File: config.mk
export PLATFORM = sky130hd
export DESIGN_NAME = traffic_light_ctrl
export DESIGN_NICKNAME = d
export VERILOG_FILES = /design/src/rtl/traffic_light_ctrl.sv
export SDC_FILE = /design/constraint.sdc
export NUM_CORES = 1
export LEC_CHECK = 0
export CORE_ASPECT_RATIO = 0.8
export CORE_MARGIN = 4
export CORE_UTILIZATION = 50
export CTS_BUF_LIST = sky130_fd_sc_hd__clkbuf_2
export CTS_CLUSTER_SIZE = 28
export DETAILED_ROUTE_END_ITERATION = 8
export GPL_TIMING_DRIVEN = 1
export PLACE_DENSITY_LB_ADDON = 0.25
export SETUP_SLACK_MARGIN = 0.2
export SKIP_LAST_GASP = 1
export SYNTH_ARGS = -nofsm -noshare
export SYNTH_HDL_FRONTEND = slang
export SYNTH_SLANG_ARGS = --single-unit
File: constraint.sdc
create_clock -name clk -period 1.9 [get_ports clk]
set_input_delay 0.38 -clock clk [delete_from_list [all_inputs] [get_ports clk]]
set_output_delay 0.38 -clock clk [all_outputs]
set_load 0.005 [all_outputs]
File: src/rtl/traffic_light_ctrl.sv
// Round-robin intersection controller: each direction in turn gets
// GREEN -> YELLOW -> ALL-RED, with durations counted in timebase ticks.
// A latched pedestrian request shortens the requesting direction's green.
// Optional feature macro: TRAFFIC_LIGHT_FLASH_EN adds a `flash` input and a
// FLASH state that blinks every yellow lamp and restarts the cycle on exit.
module traffic_light_ctrl #(
  parameter int NUM_DIR    = 2,
  parameter int TIMER_W    = 8,
  parameter int GREEN_T    = 20,
  parameter int YELLOW_T   = 3,
  parameter int ALLRED_T   = 2,
  parameter int PED_WINDOW = 10,
  parameter int PED_SKIP   = 10,
  localparam int DIR_W     = (NUM_DIR > 1) ? $clog2(NUM_DIR) : 1
) (
  input  logic               clk,
  input  logic               rst,
  input  logic               tick,
`ifdef TRAFFIC_LIGHT_FLASH_EN
  input  logic               flash,
`endif
  input  logic [NUM_DIR-1:0] ped_req,
  output logic [NUM_DIR-1:0] red,
  output logic [NUM_DIR-1:0] yellow,
  output logic [NUM_DIR-1:0] green,
  output logic [DIR_W-1:0]   active_dir,
  output logic [NUM_DIR-1:0] ped_ack
);

  localparam int CNT_MAX = (1 << TIMER_W) - 1;

  if (NUM_DIR < 2 || NUM_DIR > 8 ||
      GREEN_T < 1 || GREEN_T > CNT_MAX ||
      YELLOW_T < 1 || YELLOW_T > CNT_MAX ||
      ALLRED_T < 1 || ALLRED_T > CNT_MAX ||
      PED_SKIP < 0 || PED_SKIP >= GREEN_T) begin : g_bad_params
    $error("traffic_light_ctrl: illegal parameter combination");
  end

  typedef enum logic [1:0] {
    S_GREEN,
    S_YELLOW,
    S_ALLRED
`ifdef TRAFFIC_LIGHT_FLASH_EN
    , S_FLASH
`endif
  } state_t;

  state_t               state, nxt_state;
  logic [TIMER_W-1:0]   cnt, nxt_cnt;
  logic [DIR_W-1:0]     nxt_dir;
  logic [NUM_DIR-1:0]   ped_lat;
  logic [NUM_DIR-1:0]   ack_mask, cur_mask, nxt_mask;
  logic [NUM_DIR-1:0]   nxt_red, nxt_yellow, nxt_green;
`ifdef TRAFFIC_LIGHT_FLASH_EN
  logic                 tog, nxt_tog;
`endif

  // Last counter value of a state; the state ends on the tick that sees it.
  function automatic logic [TIMER_W-1:0] last_cnt(input state_t s);
    case (s)
      S_GREEN:  return TIMER_W'(GREEN_T - 1);
      S_YELLOW: return TIMER_W'(YELLOW_T - 1);
      default:  return TIMER_W'(ALLRED_T - 1);
    endcase
  endfunction

  // Pedestrian skip: add 1+PED_SKIP with one spare bit, clamp to the last green count.
  function automatic logic [TIMER_W-1:0] skip_cnt(input logic [TIMER_W-1:0] c);
    logic [TIMER_W:0] s;
    s = {1'b0, c} + (TIMER_W+1)'(PED_SKIP + 1);
    if (s > (TIMER_W+1)'(GREEN_T - 1))
      return TIMER_W'(GREEN_T - 1);
    return s[TIMER_W-1:0];
  endfunction

  function automatic logic [NUM_DIR-1:0] dir_onehot(input logic [DIR_W-1:0] d);
    logic [NUM_DIR-1:0] m;
    m    = '0;
    m[d] = 1'b1;
    return m;
  endfunction

  function automatic logic [DIR_W-1:0] next_dir(input logic [DIR_W-1:0] d);
    return (d == DIR_W'(NUM_DIR - 1)) ? '0 : d + 1'b1;
  endfunction

  // Next-state, counter, pedestrian consumption and lamp decode of the next state.
  always_comb begin
    nxt_state = state;
    nxt_dir   = active_dir;
    nxt_cnt   = cnt;
    ack_mask  = '0;
    cur_mask  = dir_onehot(active_dir);
`ifdef TRAFFIC_LIGHT_FLASH_EN
    nxt_tog   = tog;
    if (flash) begin
      nxt_state = S_FLASH;
      nxt_cnt   = '0;
      nxt_tog   = (state == S_FLASH) ? (tog ^ tick) : 1'b1;
    end else if (state == S_FLASH) begin
      // Leaving flash is a clean restart, identical to coming out of reset.
      nxt_state = S_ALLRED;
      nxt_dir   = DIR_W'(NUM_DIR - 1);
      nxt_cnt   = '0;
    end else
`endif
    if (tick) begin
      if (cnt == last_cnt(state)) begin
        nxt_cnt = '0;
        case (state)
          S_GREEN:  nxt_state = S_YELLOW;
          S_YELLOW: nxt_state = S_ALLRED;
          default: begin
            nxt_state = S_GREEN;
            nxt_dir   = next_dir(active_dir);
          end
        endcase
      end else if (state == S_GREEN && ped_lat[active_dir] &&
                   32'(cnt) <= PED_WINDOW) begin
        nxt_cnt  = skip_cnt(cnt);
        ack_mask = cur_mask;
      end else begin
        nxt_cnt = cnt + 1'b1;
      end
    end

    nxt_mask   = dir_onehot(nxt_dir);
    nxt_red    = '1;
    nxt_yellow = '0;
    nxt_green  = '0;
    case (nxt_state)
      S_GREEN: begin
        nxt_green = nxt_mask;
        nxt_red   = ~nxt_mask;
      end
      S_YELLOW: begin
        nxt_yellow = nxt_mask;
        nxt_red    = ~nxt_mask;
      end
`ifdef TRAFFIC_LIGHT_FLASH_EN
      S_FLASH: begin
        nxt_red    = '0;
        nxt_yellow = {NUM_DIR{nxt_tog}};
      end
`endif
      default: ;
    endcase
  end

  // Controller state, pedestrian latches and registered lamp/ack outputs.
  always_ff @(posedge clk or posedge rst) begin
    if (rst) begin
      state      <= S_ALLRED;
      active_dir <= DIR_W'(NUM_DIR - 1);
      cnt        <= '0;
      ped_lat    <= '0;
      red        <= '1;
      yellow     <= '0;
      green      <= '0;
      ped_ack    <= '0;
`ifdef TRAFFIC_LIGHT_FLASH_EN
      tog        <= 1'b1;
`endif
    end else begin
      state      <= nxt_state;
      active_dir <= nxt_dir;
      cnt        <= nxt_cnt;
      // A request arriving in the consuming cycle is a fresh request and survives.
      ped_lat    <= (ped_lat & ~ack_mask) | ped_req;
      red        <= nxt_red;
      yellow     <= nxt_yellow;
      green      <= nxt_green;
      ped_ack    <= ack_mask;
`ifdef TRAFFIC_LIGHT_FLASH_EN
      tog        <= nxt_tog;
`endif
    end
  end

endmodule

==> impl_results.html <==
<table>
<tr><th>Metric</th><th>Value</th></tr>
<tr><th colspan="2">Routing</th></tr>
<tr><td>DRC errors left</td><td>0</td></tr>
<tr><td>Pre-Repair DR Iteration Count</td><td>5</td></tr>
<tr><td>Post-Route WL</td><td>3446 um</td></tr>
<tr><td>Post-DR vias/cell</td><td>5.692</td></tr>
<tr><td>Number of DRC markers after the initial detailed-route iteration</td><td>39</td></tr>
<tr><td>Count of antenna-violating nets left after detailed routing</td><td>0</td></tr>
<tr><td>Average routed wire per standard cell</td><td>17.14 um</td></tr>
<tr><td>Overall via count from detail_route</td><td>1144</td></tr>
<tr><th colspan="2">Synth</th></tr>
<tr><td>Post-synth ARST share</td><td>100.0%</td></tr>
<tr><td>Synthesized area</td><td>1275 um2</td></tr>
<tr><td>Post-Synthesis Mean Instance Area</td><td>9.961 um2</td></tr>
<tr><td>Gate count after technology mapping</td><td>128</td></tr>
<tr><td>Sequential-to-total area share from yosys stat</td><td>41.61%</td></tr>
<tr><td>Number of storage elements in the synthesis netlist</td><td>21</td></tr>
<tr><td>Count of cell types in the netlist</td><td>53</td></tr>
<tr><td>Count of warnings emitted by yosys</td><td>0</td></tr>
<tr><td>Total nets after synthesis</td><td>137</td></tr>
<tr><td>Post-synth top flop</td><td>sky130_fd_sc_hd__dfrtp_1</td></tr>
<tr><td>Count of flip-flops with a built-in enable after synthesis</td><td>0</td></tr>
<tr><th colspan="2">Floorplanning</th></tr>
<tr><td>DIE AREA</td><td>3427 um2</td></tr>
<tr><td>Die Span Y</td><td>53.17 um</td></tr>
<tr><td>Number of top-level design ports</td><td>14</td></tr>
<tr><td>Count of standard-cell rows</td><td>16</td></tr>
<tr><td>Die X</td><td>64.46 um</td></tr>
<tr><td>Placeable core area</td><td>approximately 2400 um2</td></tr>
<tr><td>Starting Density</td><td>52.20%</td></tr>
<tr><th colspan="2">Timing</th></tr>
<tr><td>Final Hold Fails</td><td>0</td></tr>
<tr><td>Fraction of the cycle the final worst path needs</td><td>between 90% and 100%</td></tr>
<tr><td>Max Transition Viols Final</td><td>0</td></tr>
<tr><td>FMAX</td><td>between 500 and 600 MHz</td></tr>
<tr><td>RSZ-0062 raised after global routing</td><td>true</td></tr>
<tr><td>Final setup fails</td><td>0</td></tr>
<tr><td>Layout Skew</td><td>0.01006 ns</td></tr>
<tr><td>Least-Margin Pin Slew</td><td>roughly 0.41 ns</td></tr>
<tr><td>Worst path setup slack after routing</td><td>0.05004 ns</td></tr>
<tr><td>Period minus WS final</td><td>1.850 ns</td></tr>
<tr><td>Remaining max-slew budget at the tightest pin</td><td>between 70% and 80%</td></tr>
<tr><th colspan="2">Global route</th></tr>
<tr><td>Total global-route track usage</td><td>20.36%</td></tr>
<tr><td>Aggregate global routing overflow</td><td>0</td></tr>
<tr><td>Wire length of the first global-routing pass</td><td>about 5300 um</td></tr>
<tr><td>Vias in the first global route</td><td>between 1000 and 1500</td></tr>
<tr><td>Antenna violations before repair</td><td>0</td></tr>
<tr><td>Largest net degree at the start of global routing</td><td>22</td></tr>
<tr><th colspan="2">Place</th></tr>
<tr><td>Half-perimeter wire length after detailed placement</td><td>approximately 2100 um</td></tr>
<tr><td>Count of buffers inserted at the top-level ports</td><td>13</td></tr>
<tr><td>Post-Place Setup Slack</td><td>-0.05358 ns</td></tr>
<tr><td>Final estimated routing congestion in global placement</td><td>0.9293</td></tr>
<tr><td>Cell count after placement</td><td>around 180</td></tr>
<tr><td>Dpl cell area</td><td>1525 um2</td></tr>
<tr><th colspan="2">Final layout</th></tr>
<tr><td>Final design area excluding fillers</td><td>1834 um2</td></tr>
<tr><td>Final core utilization</td><td>75.10%</td></tr>
<tr><td>Area grow syn2layout</td><td>43.87%</td></tr>
<tr><td>Share of post-route cells with drive strength above 1</td><td>between 40% and 50%</td></tr>
<tr><td>Net count of the finished layout</td><td>around 180</td></tr>
<tr><td>Non-filler cells in the finished layout</td><td>201</td></tr>
<tr><td>Filler cell count in the final layout</td><td>roughly 170</td></tr>
<tr><td>Count of inserted antenna diode cells</td><td>0</td></tr>
<tr><th colspan="2">Clocking</th></tr>
<tr><td>Clk buf depth</td><td>2</td></tr>
<tr><td>H-tree level count</td><td>1</td></tr>
<tr><td>Sink Count</td><td>21</td></tr>
<tr><td>Clock tree root buffer cell</td><td>sky130_fd_sc_hd__clkbuf_2</td></tr>
<tr><td>Number of buffers created by CTS</td><td>3</td></tr>
<tr><td>Clock transition at path regs</td><td>0.21 ns</td></tr>
<tr><td>CTS tree</td><td>yes</td></tr>
<tr><td>Worst skew pair latency</td><td>~0.34 ns</td></tr>
<tr><td>Hold-fix buffers at CTS</td><td>0</td></tr>
<tr><th colspan="2">Setup path</th></tr>
<tr><td>Worst setup path startpoint</td><td>cnt[1]</td></tr>
<tr><td>Kind of end point of the critical path</td><td>flip-flop</td></tr>
<tr><td>Crit start category</td><td>flip-flop</td></tr>
<tr><td>Crit Reg-Reg Startpoint</td><td>cnt[1]</td></tr>
<tr><td>Worst endpoint data arrival time</td><td>2.12 ns</td></tr>
<tr><td>Length in cells of the worst reg-to-reg path</td><td>6</td></tr>
<tr><td>Setup Crit Path Kind</td><td>reg -&gt; reg</td></tr>
<tr><td>Worst-path fanout max</td><td>5</td></tr>
<tr><td>Data required, critical path</td><td>2.17 ns</td></tr>
<tr><th colspan="2">Power</th></tr>
<tr><td>Cell leakage power</td><td>0.8186 nW</td></tr>
<tr><td>VDD IR max</td><td>between 0.0009 and 0.001 V</td></tr>
<tr><td>Total power divided by cell area</td><td>1569 nW/um2</td></tr>
<tr><th colspan="2">Run</th></tr>
<tr><td>Maxcap violations</td><td>0</td></tr>
<tr><th colspan="2">Min path</th></tr>
<tr><td>Class of the most critical hold timing path</td><td>in -&gt; async</td></tr>
<tr><th colspan="2">Run status</th></tr>
<tr><td>Status</td><td>completed</td></tr>
</table>
cells in the mapped netlist (3+ instances only):
cell type                 instances  share of area (%)
sky130_fd_sc_hd__xor2_1           3                2.1
sky130_fd_sc_hd__dfstp_2          4                8.2
sky130_fd_sc_hd__buf_2            4                1.6
sky130_fd_sc_hd__nand2_1          3               0.88
sky130_fd_sc_hd__ha_1             4                3.9
sky130_fd_sc_hd__nor2_1           9                2.6
sky130_fd_sc_hd__nor2b_1          5                2.5
sky130_fd_sc_hd__xnor2_1          5                3.4
sky130_fd_sc_hd__inv_1            7                2.1
sky130_fd_sc_hd__nand3_1          6                2.4
sky130_fd_sc_hd__o21ai_0          3                1.2
sky130_fd_sc_hd__o21ai_1          3                1.2
sky130_fd_sc_hd__nor3_1           4                1.6
sky130_fd_sc_hd__dfrtp_1         17                 33
cell usage in the layout (no fill, tap or decap), types with 4 or more instances in the layout:
cell type,instances
sky130_fd_sc_hd__clkdlybuf4s50_1,10
sky130_fd_sc_hd__dfstp_2,4
sky130_fd_sc_hd__dfrtp_1,12
sky130_fd_sc_hd__dfrtp_2,5
sky130_fd_sc_hd__inv_1,4
sky130_fd_sc_hd__nor2b_1,4
sky130_fd_sc_hd__buf_4,25
sky130_fd_sc_hd__nand3_1,5
sky130_fd_sc_hd__nor2_1,9
sky130_fd_sc_hd__clkbuf_2,5
registers in the layout, indices dropped and copies added, names as in the netlist:
register / cells
active_dir: 1
cnt: 8
green: 2
ped_ack: 2
ped_lat: 2
red: 2
state: 2
yellow: 2
power breakdown:
part | switching (mW) | internal (mW) | leakage [nW]
logic | 0.879 | 0.974 | 0.554
registers | 0.193 | 0.628 | 0.248
clock network | 0.148 | 0.0557 | 0.0166
logic make-up after synthesis:
group           count (synthesis)  synth area share, %
simple gates                   49                24.34
mux                             3                2.453
xor+xnor                        8                5.496
flops                          21                41.61
compound gates                 27                15.31
fa+ha+maj                       4                3.926
buf+inv                        16                6.869
worst max-delay path: stages, from the launching register on:
cell,delay (ns)
sky130_fd_sc_hd__dfrtp_2,0.50
sky130_fd_sc_hd__inv_4,0.10
sky130_fd_sc_hd__ha_4,0.20
sky130_fd_sc_hd__or3_4,0.38
sky130_fd_sc_hd__a311oi_4,0.27
sky130_fd_sc_hd__o21ai_1,0.13
sky130_fd_sc_hd__a31o_1,0.19
repair_timing:
item                       4_1_cts  5_1_grt
pin swaps                        8        4
setup buffers                   10        4
setup endpoints to repair       21       19
gates cloned                     0        0
gates resized for setup         35       16
metal layers:
metal	vias up	share of wire [%]	global-route usage [%]	wire [um]
li1	529	-	-	-
met1	555	43	25.17	1480
met2	50	50	37.16	1715
met3	10	5.1	4.034	175
met4	0	2.2	4.211	75
met5	-	0	0	0
stage by stage:
step	setup TNS [ns]	power, mW	hold slack, ns
2_1_floorplan	0	1.713	0.3536
3_3_place_gp	-0.1497	2.093	0.4647
3_5_place_dp	-0.1656	2.131	0.4820
4_1_cts	0	2.641	0.3690
5_1_grt	-0.02728	3.026	0.3720
6_report	0	2.879	0.3409
path summary, 6_finish.rpt:
check / end / slack [ns]
min in group clk: ped_lat[0] / 0.53
max: cnt[2] / 0.05
max reg2reg: cnt[2] / 0.05
min: cnt[2] / 0.34
min reg2reg: ped_lat[0] / 0.53
max in group asynchronous: red[1] / 1.27
final cells by class:
cell class,instances,area (um2),share of cell area (%)
sequential,21,536.8,29.26
clock buffer,4,20.02,1.091
multi-input combinational,91,837.1,45.63
timing repair buffer,42,364.1,19.85
tap,36,45.04,2.456
inverter,7,31.28,1.705
(Power assumes the default switching activity.)
